File: config.mk
export PLATFORM = sky130hd
export DESIGN_NAME = sum_accumulator
export DESIGN_NICKNAME = d
export VERILOG_FILES = /design/src/rtl/sum_accumulator.sv
export SDC_FILE = /design/constraint.sdc
export NUM_CORES = 1
export LEC_CHECK = 0
export ABC_AREA = 1
export CORE_UTILIZATION = 55
export CTS_CLUSTER_SIZE = 30
export DETAILED_ROUTE_END_ITERATION = 8
export PLACE_DENSITY = 0.76
export SETUP_SLACK_MARGIN = 0.4
export SLEW_MARGIN = 10
export SYNTH_ARGS = -nofsm -noshare
export SYNTH_HDL_FRONTEND = slang
export SYNTH_SLANG_ARGS = --single-unit
export TNS_END_PERCENT = 1
File: constraint.sdc
create_clock -name clk -period 8.25 [get_ports clk]
set_input_delay 0.825 -clock clk [delete_from_list [all_inputs] [get_ports clk]]
set_output_delay 0.825 -clock clk [all_outputs]
set_load 0.01 [all_outputs]
File: src/rtl/sum_accumulator.sv
// Block accumulator for the signed adder output stream: sums COUNT samples, then
// rounds, shifts, saturates and presents one result per block on a registered output.
module sum_accumulator #(
  parameter int unsigned IN_W  = 29,
  parameter int unsigned COUNT = 16,
  parameter int unsigned SHIFT = 4,
  parameter int unsigned OUT_W = 29
) (
  input  logic                    clk,
  input  logic                    rst_n,
  input  logic                    clear,
  input  logic signed [IN_W-1:0]  in_data,
  input  logic                    in_valid,
  output logic                    in_ready,
  output logic signed [OUT_W-1:0] out_data,
  output logic                    out_valid,
  input  logic                    out_ready,
  output logic                    out_sat
);

  localparam int unsigned CNT_W = $clog2(COUNT);
  localparam int unsigned ACC_W = IN_W + CNT_W;
  localparam logic [CNT_W-1:0] CntLast = CNT_W'(COUNT - 1);
  localparam logic signed [ACC_W:0] Rnd = (SHIFT == 0) ? '0 :
      ({{ACC_W{1'b0}}, 1'b1} << ((SHIFT == 0) ? 0 : SHIFT - 1));
  // Clip bounds sign-extended to the rounding width.
  localparam logic signed [ACC_W:0] OutMax = {{(ACC_W + 2 - OUT_W){1'b0}}, {(OUT_W - 1){1'b1}}};
  localparam logic signed [ACC_W:0] OutMin = {{(ACC_W + 2 - OUT_W){1'b1}}, {(OUT_W - 1){1'b0}}};

  logic signed [ACC_W-1:0] acc_q, acc_d;
  logic [CNT_W-1:0]        cnt_q, cnt_d;
  logic signed [OUT_W-1:0] out_data_q, out_data_d;
  logic                    out_sat_q, out_sat_d;
  logic                    out_valid_q, out_valid_d;

  logic                    last;
  logic                    accept;
  logic signed [ACC_W-1:0] total;
  logic signed [ACC_W:0]   rnd_sum;
  logic signed [ACC_W:0]   shifted;
  logic                    sat_hi;
  logic                    sat_lo;

  assign last   = (cnt_q == CntLast);
  assign accept = in_valid && in_ready;

  always_comb begin
    in_ready = !clear && !(last && out_valid_q && !out_ready);
  end

  always_comb begin
    total   = acc_q + {{(ACC_W - IN_W){in_data[IN_W-1]}}, in_data};
    rnd_sum = {total[ACC_W-1], total} + Rnd;
    shifted = rnd_sum >>> SHIFT;
    sat_hi  = (shifted > OutMax);
    sat_lo  = (shifted < OutMin);
  end

  always_comb begin
    acc_d       = acc_q;
    cnt_d       = cnt_q;
    out_data_d  = out_data_q;
    out_sat_d   = out_sat_q;
    out_valid_d = out_valid_q;

    if (out_valid_q && out_ready) begin
      out_valid_d = 1'b0;
    end

    if (clear) begin
      acc_d = '0;
      cnt_d = '0;
    end else if (accept) begin
      if (last) begin
        acc_d       = '0;
        cnt_d       = '0;
        out_valid_d = 1'b1;
        out_sat_d   = sat_hi || sat_lo;
        if (sat_hi) begin
          out_data_d = OutMax[OUT_W-1:0];
        end else if (sat_lo) begin
          out_data_d = OutMin[OUT_W-1:0];
        end else begin
          out_data_d = shifted[OUT_W-1:0];
        end
      end else begin
        acc_d = total;
        cnt_d = cnt_q + 1'b1;
      end
    end
  end

  always_ff @(posedge clk or negedge rst_n) begin
    if (!rst_n) begin
      acc_q       <= '0;
      cnt_q       <= '0;
      out_data_q  <= '0;
      out_sat_q   <= 1'b0;
      out_valid_q <= 1'b0;
    end else begin
      acc_q       <= acc_d;
      cnt_q       <= cnt_d;
      out_data_q  <= out_data_d;
      out_sat_q   <= out_sat_d;
      out_valid_q <= out_valid_d;
    end
  end

  assign out_data  = out_data_q;
  assign out_sat   = out_sat_q;
  assign out_valid = out_valid_q;

endmodule
==> metrics <==
status=finished, final reports clean; setup TNS=0 ns; core box area=12060 sq um; CTS Hold Buffers Added=0; crit end category=register; Yosys top cell by area=dfrtp_1; Max Cap Viol=0; Die ar.=12930 sq um; post-CTS sizing=0; Cell Count, Final, Fillers Out=1355; fillers=1134; H-Tree Depth=3; Clock Skews=0.009311 ns; R2R depth=22; Comb pwr share=51.1%; Remaining DRCs=0; vias per cell=5.201; net switching power=0.7577 mW; antenna violations before repair=0; Num CTS Buffers=9; worst hold slack=0.4800 ns; slowest CP cell=nand3_2; Synth Net Count=1190; cell count after synthesis=1121; Total GRT Usage=31.78%; Antenna diodes=0; number of synthesized flops with an enable pin=0; Slew headroom=22.85%; CP startpoint kind=input pin; post-synth top area share=24.80%; Reg power frac=24.5%; HPWL after DPL=14.83 mm; port bufs=65; die width=113.7 um; P per Cell Area=204.0 nW/um^2; initial core utilization=56.89%; setup violators final=0; reg2reg setup slack=4.53 ns; vias in the first global route=6674; I/O pins=66; CTS sink cnt=68; switching share of total power=46.78%; row count=40; Crit Reg-Reg Startpoint=acc_q[0]; clock power share=24.4%; Hold Startpoint=cnt_q[2]; final wirelength=19.05 mm; GR Overflow Total=0; Avg Inst Size Synth=6.121 sq um; maximum buffer depth of the clock tree=2; # Post-CTS Setup Buffers=0; Critical Path Fanout Max=29; Crit path top cell by count=nand2_1; Root Buffer=clkbuf_16; drt wl/cell=14.06 um; Synthesis Warnings=0; CTS tree=yes; ys flop type=dfrtp_1; largest net degree at the start of global routing=69; endpoints failing hold=0; GP Congestion=1.007; share of layout cells above drive strength 1=11.46%; Hold Path Class=reg -> reg; Max Transition Viols Final=0; Fmax=232.6 MHz; hold depth=1; vias=7048; synth top area cells=dfrtp_1 25%, nand2_1 22%, inv_1 9.9%; Synth-to-Final Area Change=15.72%; Setup Crit Path Kind=in -> reg; top-count cell post-synth=nand2_1; die span in y=113.7 um; global-route wire length before repair=31.84 mm; 1st-iter DRT viols=477; cells along the critical path=clkdlybuf4s50_1, ha_1, inv_1, fa_1, inv_1, nand2_1, nand2_1, nand3_1, nand2_1, nand2_1, nand2_1, nand2_1, nand2_1, nand3_1, nor2_1, nand2_2, nor2_2, nand2_1, nand2_1, nand3_2, nand3_1, nand2_1, inv_1; LEAKAGE=4.404 nW; Internal=0.8619 mW; Clock Pin Slew Worst Setup and Hold Paths=0.06 ns; Post-Place Cells=1339; Mapped Area=6862 sq um; critical path required time=8.54 ns; Worst-Margin Slew=1.150 ns; post-layout min period=4.298 ns; Nets=1251; synth cell count leaders=403 x nand2_1, 181 x inv_1, 105 x nand3_1, 76 x nor2_1, 68 x dfrtp_1; period utilization=52.10%; DRT antenna net count=0; WHS Endpoint=cnt_q[2]; RSZ-0062 raised after global routing=no; asr flop ratio synth=100.0%; Yosys reg bits=68; r2r endpoint=out_data[15]; drt first pass iters=7; sequential-to-total area share from yosys stat=24.80%; worst skew pair latency=0.35 ns; Peak VDD IR=115.9 uV; CP max stage delay=0.56 ns; Yosys cell types=38; WP data arrival=4.59 ns
## power by group through the flow
| stage | clock, mW | combinational [mW] | sequential (mW) |
|---|---|---|---|
| global route | 0.412 | 0.926 | 0.401 |
| CTS | 0.398 | 0.819 | 0.397 |
| global placement | 0 | 0.808 | 0.402 |
| floorplan | 0 | 0.608 | 0.397 |
| detailed placement | 0 | 0.814 | 0.403 |
| finish | 0.395 | 0.827 | 0.397 |
## layout by cell type, fill, tap and decap left out, drive strengths merged, types with 2 or more instances in the layout
master           n
a21boi           2
a21oi           22
a2bb2oi         11
a32o             2
and2             4
buf              4
clkbuf          10
clkdlybuf4s50   64
clkinv           8
dfrtp           68
ha              34
inv            201
nand2          426
nand3          115
nand3b           5
nand4           18
nor2           104
nor3            12
o21ai           35
or2             18
xnor2            2
xor2            16
## cells by family after synthesis
kind of cell             count (synthesis)  synth area share (%)
AND/OR/NAND/NOR                        702                 46.26
buffers and inverters                  223                 12.65
AO/OA/AOI/OAI                           75                 7.495
flip-flops                              68                 24.80
adder cells (fa/ha/maj)                 35                 6.492
XOR/XNOR                                18                 2.298
## worst max-delay path, delay by kind of cell
kind	cells	cell delay, ns
and+or+nand+nor	17	2.46
buffers and inverters	4	0.70
adders and majority gates	2	0.59
## registers in the layout (all words and copies together) (netlist names)
register / count
acc_q: 33
out_data: 29
cnt_q: 4
out_sat: 1
out_valid: 1
## per-layer routing
layer / track usage (%) / vias to the layer above / wire, um
li1: - / 3604 / -
met1: 39.57 / 3151 / 8339
met2: 53.37 / 242 / 8762
met3: 3.719 / 51 / 1043
met4: 18.25 / 0 / 904
met5: 0 / - / 0
## area by class of cell
cell class                 count  area [sq um]  share of cell area (%)
timing repair buffer          68         668.1                   8.415
sequential                    68          1702                   21.43
clock buffer                  10         229.0                   2.884
inverter                     205         769.5                   9.691
clock inverter                 6         65.06                  0.8194
tap                          168         210.2                   2.647
multi-input combinational    830          4297                   54.11
## worst max path at each step
stage                     startpoint      endpoint  slack (ns)  depth (start not counted)
final                     in_data[0]  out_data[15]        3.95                         23
after global routing      in_data[0]  out_data[15]        3.56                         23
after CTS                 in_data[0]  out_data[15]        4.01                         23
after detailed placement  in_data[0]   out_data[5]        3.69                         23
after global placement    in_data[0]   out_data[1]        3.81                         23
after floorplan           in_data[0]  out_data[19]        5.03                         21
## metrics by stage
| step | worst slack [ns] | total power, mW | utilization (%) | cell area, sq um |
|---|---|---|---|---|
| floorplan | 5.027 | 1.005 | - | 6862 |
| global placement | 3.807 | 1.209 | 63.39 | 7646 |
| detailed placement | 3.685 | 1.216 | 63.39 | 7646 |
| CTS | 4.005 | 1.614 | 65.83 | 7940 |
| global route | 3.559 | 1.739 | 65.83 | 7940 |
| finish | 3.952 | 1.620 | 65.83 | 7940 |
Note: power is estimated with default switching activity, not from simulation.
==> patch 1: new RTL, same settings <==
`IN_W`: 29 -> 25.
--- a/src/rtl/sum_accumulator.sv
+++ b/src/rtl/sum_accumulator.sv
@@ -2,5 +2,5 @@
 // rounds, shifts, saturates and presents one result per block on a registered output.
 module sum_accumulator #(
-  parameter int unsigned IN_W  = 29,
+  parameter int unsigned IN_W  = 25,
   parameter int unsigned COUNT = 16,
   parameter int unsigned SHIFT = 4,
Ports: changed (resized in_data); port bits go from 66 to 62. The function was not compared with the original's and may differ.
==> patch 1 against the unedited design <==
Non-clock buffer count is 6 lower. Register-to-register slack improved by 0.57 ns. Routed wire length down 20%. Area after synthesis down 20%. Clock power shrank 28%. Sequential cell count fell by 6. Critical path depth down 14. Fmax is 27% higher. Core utilization grew 0.078 points. Power is 23% lower. Setup slack improved by 0.91 ns. Combinational power fell by 26%. Design area decreased by 19%.
==> patch 1: results (changes against the unedited design) <==
Status - finished, final reports clean
Largest incremental delay on the critical path - 0.95 ns (+0.39 ns)
Maximum fanout encountered on the critical timing path - 37 (+28%)
Area fraction in compound gates after synthesis - 0.0804 (+0.00550)
Slack of the worst reg-to-reg path - 5.10 ns (+0.57 ns)
Final weighted congestion of routability-driven global placement - 0.932 (-7.5%)
Place WS - 4.48 ns (+0.791 ns)
Routed wire length - 15200 µm (-20%)
Met1 GRT Util - 0.366 (-0.0294)
Hold_ws - 0.476 ns (-0.00449 ns)
Library cells used by synthesis - 40 (+5.3%)
Maximum number of pins on one net before global-route repair - 63 (-8.7%)
FILL cells - 947 (-16%)
Worst reg-to-reg path cell count - 10 (-55%)
DR vias - 5549 (-21%)
Design internal power - 672 µW (-22%)
Total routing resource utilization after global routing - 0.310 (-0.00817)
Clock slew at reported path FFs - 0.08 ns (+0.02 ns)
Slew at the pin with the worst max-slew slack - 1.23 ns (+0.0759 ns)
Hold path startpoint - out_sat$_DFFE_PN0P_
Clock latency on the worst-skew pair - 0.38 ns (+0.03 ns)
First-pass GRT wire length - 24400 µm (-23%)
DRC marker count from the first detailed-route iteration - 272 (-43%)
RR Startpoint - cnt_q[0]$_DFFE_PN0P_
Launch point of the worst path - out_ready
Final worst clock skew - 0.0149 ns (+0.00556 ns)
Met3 Use GR - 0.0486 (+0.0114)
Number of global-route vias before repair - 5295 (-21%)
CP Data Arrival Time - 3.69 ns (-0.90 ns)
Met2 wire length - 7450 µm (-15%)
Static leakage power - 0.00356 µW (-19%)
Capturing instance or port of the critical path - out_data[28]$_DFFE_PN0P_
Met1 Routed Length - 6340 µm (-24%)
Synth cell count leaders - sky130_fd_sc_hd__nand2_1, sky130_fd_sc_hd__inv_1, sky130_fd_sc_hd__dfrtp_1
Half-perimeter wire length after placement - 11800 µm (-20%)
Net total in the final layout - 994 (-21%)
[patch 1: critical path, delay by kind of cell]
family                 cells  cell delay, ns
AND/OR/NAND/NOR            6            1.65
buffers and inverters      2            1.04
AO/OA/AOI/OAI              1            0.17
[patch 1: area by class of cell]
class | instances | area (µm²) | share of cell area
clock buffers | 9 | 124 | 0.0193
clock inverters | 7 | 73.8 | 0.0115
inverters | 176 | 661 | 0.103
multi-input cells | 622 | 3220 | 0.503
flip-flops and latches | 62 | 1550 | 0.242
well taps | 133 | 166 | 0.0260
repair buffers | 62 | 613 | 0.0956
[patch 1: power by group through the flow]
stage	sequential [µW]	clock, µW	combinational (µW)
finish	356	286	613
global route	359	300	690
CTS	356	286	608
detailed placement	362	0	604
global placement	361	0	594
floorplan	357	0	446
[patch 1: per-stage QoR]
stage          area (µm²)  cells
6_report             6410   1071
3_5_place_dp         6210   1055
2_1_floorplan        5490    872
5_1_grt              6410   1071
3_3_place_gp         6210   1055
4_1_cts              6410   1071
==> patch 2: new RTL, same settings <==
Made on the original files. `out_data_q` no longer has a reset.
--- a/src/rtl/sum_accumulator.sv
+++ b/src/rtl/sum_accumulator.sv
@@ -95,5 +95,4 @@
       acc_q       <= '0;
       cnt_q       <= '0;
-      out_data_q  <= '0;
       out_sat_q   <= 1'b0;
       out_valid_q <= 1'b0;
@@ -101,8 +100,11 @@
       acc_q       <= acc_d;
       cnt_q       <= cnt_d;
-      out_data_q  <= out_data_d;
       out_sat_q   <= out_sat_d;
       out_valid_q <= out_valid_d;
     end
+  end
+
+  always_ff @(posedge clk) begin
+    out_data_q <= out_data_d;
   end
 
Formal check against the unedited RTL: no difference found for any inputs over 10 cycles, from zero or initial values and one cycle with rst_n low; that may be too few to reach the edited logic, so the function may still have changed.
==> patch 2 against the unedited design <==
Clock power down 1%. Sequential cell count unchanged. Design area down 7.4%. Critical path depth down 3. Worst hold slack better by 0.027 ns. Sequential share of layout area up 3.7 points. Area after synthesis down 8.4%. Routed wire length down 11%. Power down 4.5%. Global-route usage down 0.41 points. Die area down 8.3%. Setup slack better by 0.35 ns. Synthesized cell count down 14%. Highest routed layer unchanged.
==> patch 2: results (changes against the unedited design) <==
Library cells used by synthesis - 40 (+5.3%)
Adder-cell share of the synthesized area - 0.0709 (+0.00599)
Minimum clock period - 3.95 ns (-0.348 ns)
Hold_ws - 0.507 ns (+0.0273 ns)
Clock tree cell share of total cell area - 0.0398 (+0.00280)
Maximum number of pins on one net before global-route repair - 40 (-42%)
Largest incremental delay on the critical path - 0.46 ns (-0.10 ns)
Average routed wire per standard cell - 14.4 µm (+2.3%)
Number of synthesized flops with an enable pin - 29 (+29)
Total routing resource utilization after global routing - 0.314 (-0.00406)
R2R Path End - out_data[10]$_SDFFCE_PN1P_
DR vias/cell - 5.31 (+2.0%)
Met3 Use GR - 0.0442 (+0.00704)
Sequential cells - 68 (unchanged)
Hold path startpoint - cnt_q[0]$_DFFE_PN0P_
#MultiIn Comb - 703 (-15%)
Proportion of register bits with asynchronous set or reset after synthesis - 0.574 (-0.426)
Area growth syn-to-layout - 17.0%
Place WS - 3.96 ns (+0.279 ns)
Xor and xnor area share after synthesis - 0.0153 (-0.00764)
Final weighted congestion of routability-driven global placement - 0.967 (-4.0%)
Status - finished, final reports clean
Net total in the final layout - 1101 (-12%)
Placed cell areas - 7060 µm² (-7.7%)
Routed wire length - 16900 µm (-11%)
Most area-consuming cells after synthesis - sky130_fd_sc_hd__nand2_1, sky130_fd_sc_hd__dfrtp_1, sky130_fd_sc_hd__edfxtp_1
Synth cell count leaders - sky130_fd_sc_hd__nand2_1, sky130_fd_sc_hd__inv_1, sky130_fd_sc_hd__nand3_1
Inserted Clock Buffers - 9 (unchanged)
Syn_nets - 1033 (-13%)
Met1 Routed Length - 7770 µm (-6.8%)
Gate family responsible for the most delay along the worst path - simple AND/OR/NAND/NOR gates
Final non-clock buffer share - 0.0909 (+0.00675)
First-pass GRT wire length - 28200 µm (-11%)
Slowest CP cell - sky130_fd_sc_hd__clkdlybuf4s50_1
FILL cells - 976 (-14%)
Maximum fanout encountered on the critical timing path - 28 (-3.4%)
End point of the worst hold path - cnt_q[0]$_DFFE_PN0P_
Sequential share of cell area - 0.251 (+0.0369)
Number of cells after detailed placement - 1161 (-13%)
Proportion of layout cells with a drive suffix above 1 - 0.108 (-0.00657)
Met1 GRT Util - 0.435 (+0.0391)
Area fraction in compound gates after synthesis - 0.0633 (-0.0116)
Count of non-CTS inverters in the layout - 182 (-11%)
Slack of the worst reg-to-reg path - 4.89 ns (+0.36 ns)
Met2 wire length - 7510 µm (-14%)
DRC marker count from the first detailed-route iteration - 368 (-23%)
Slew at the pin with the worst max-slew slack - 1.11 ns (-0.0366 ns)
Number of detailed-route iterations in the first pass - 6 (-1)
Length of routed met3 wiring - 1280 µm (+23%)
Met2 track utilization from global routing - 0.496 (-0.0378)
Number of global-route vias before repair - 5905 (-12%)
Final worst clock skew - 0.00894 ns (-0.000373 ns)
IR Drop Worst-Case VDD - 0.139 mV (+20%)
Static leakage power - 0.00386 µW (-12%)
Uppermost signal routing layer after detailed routing - met4
Combined area of the multi-input logic cells - 3680 µm² (-14%)
Worst reg-to-reg path cell count - 19 (-14%)
CP Data Arrival Time - 4.03 ns (-0.56 ns)
==> patch 2: cell types whose count changed after synthesis, moves of 8 or more <==
cell                        change
sky130_fd_sc_hd__dfrtp_1       -29
sky130_fd_sc_hd__edfxtp_1      +29
sky130_fd_sc_hd__inv_2          -8
sky130_fd_sc_hd__nand2_1       -75
sky130_fd_sc_hd__nand2_2       +14
sky130_fd_sc_hd__nor2_1        -13
sky130_fd_sc_hd__nand3_1       -28
sky130_fd_sc_hd__inv_1         -16
sky130_fd_sc_hd__a2bb2oi_2     -10
sky130_fd_sc_hd__or2_2         -14
==> patch 2: cells by family after synthesis <==
| group | after synthesis |
|---|---|
| AOI/OAI and AO/OA | 69 |
| adders and majority gates | 35 |
| DFF | 68 |
| and+or+nand+nor | 588 |
| xor gates and xnor gates | 11 |
| buffers and inverters | 193 |
==> patch 2: power breakdown <==
group          switching (µW)  internal (µW)  leakage, µW
clock network             159            232     0.000139
logic                     497            236      0.00295
registers                21.6            402     0.000777
total                     677            870      0.00386
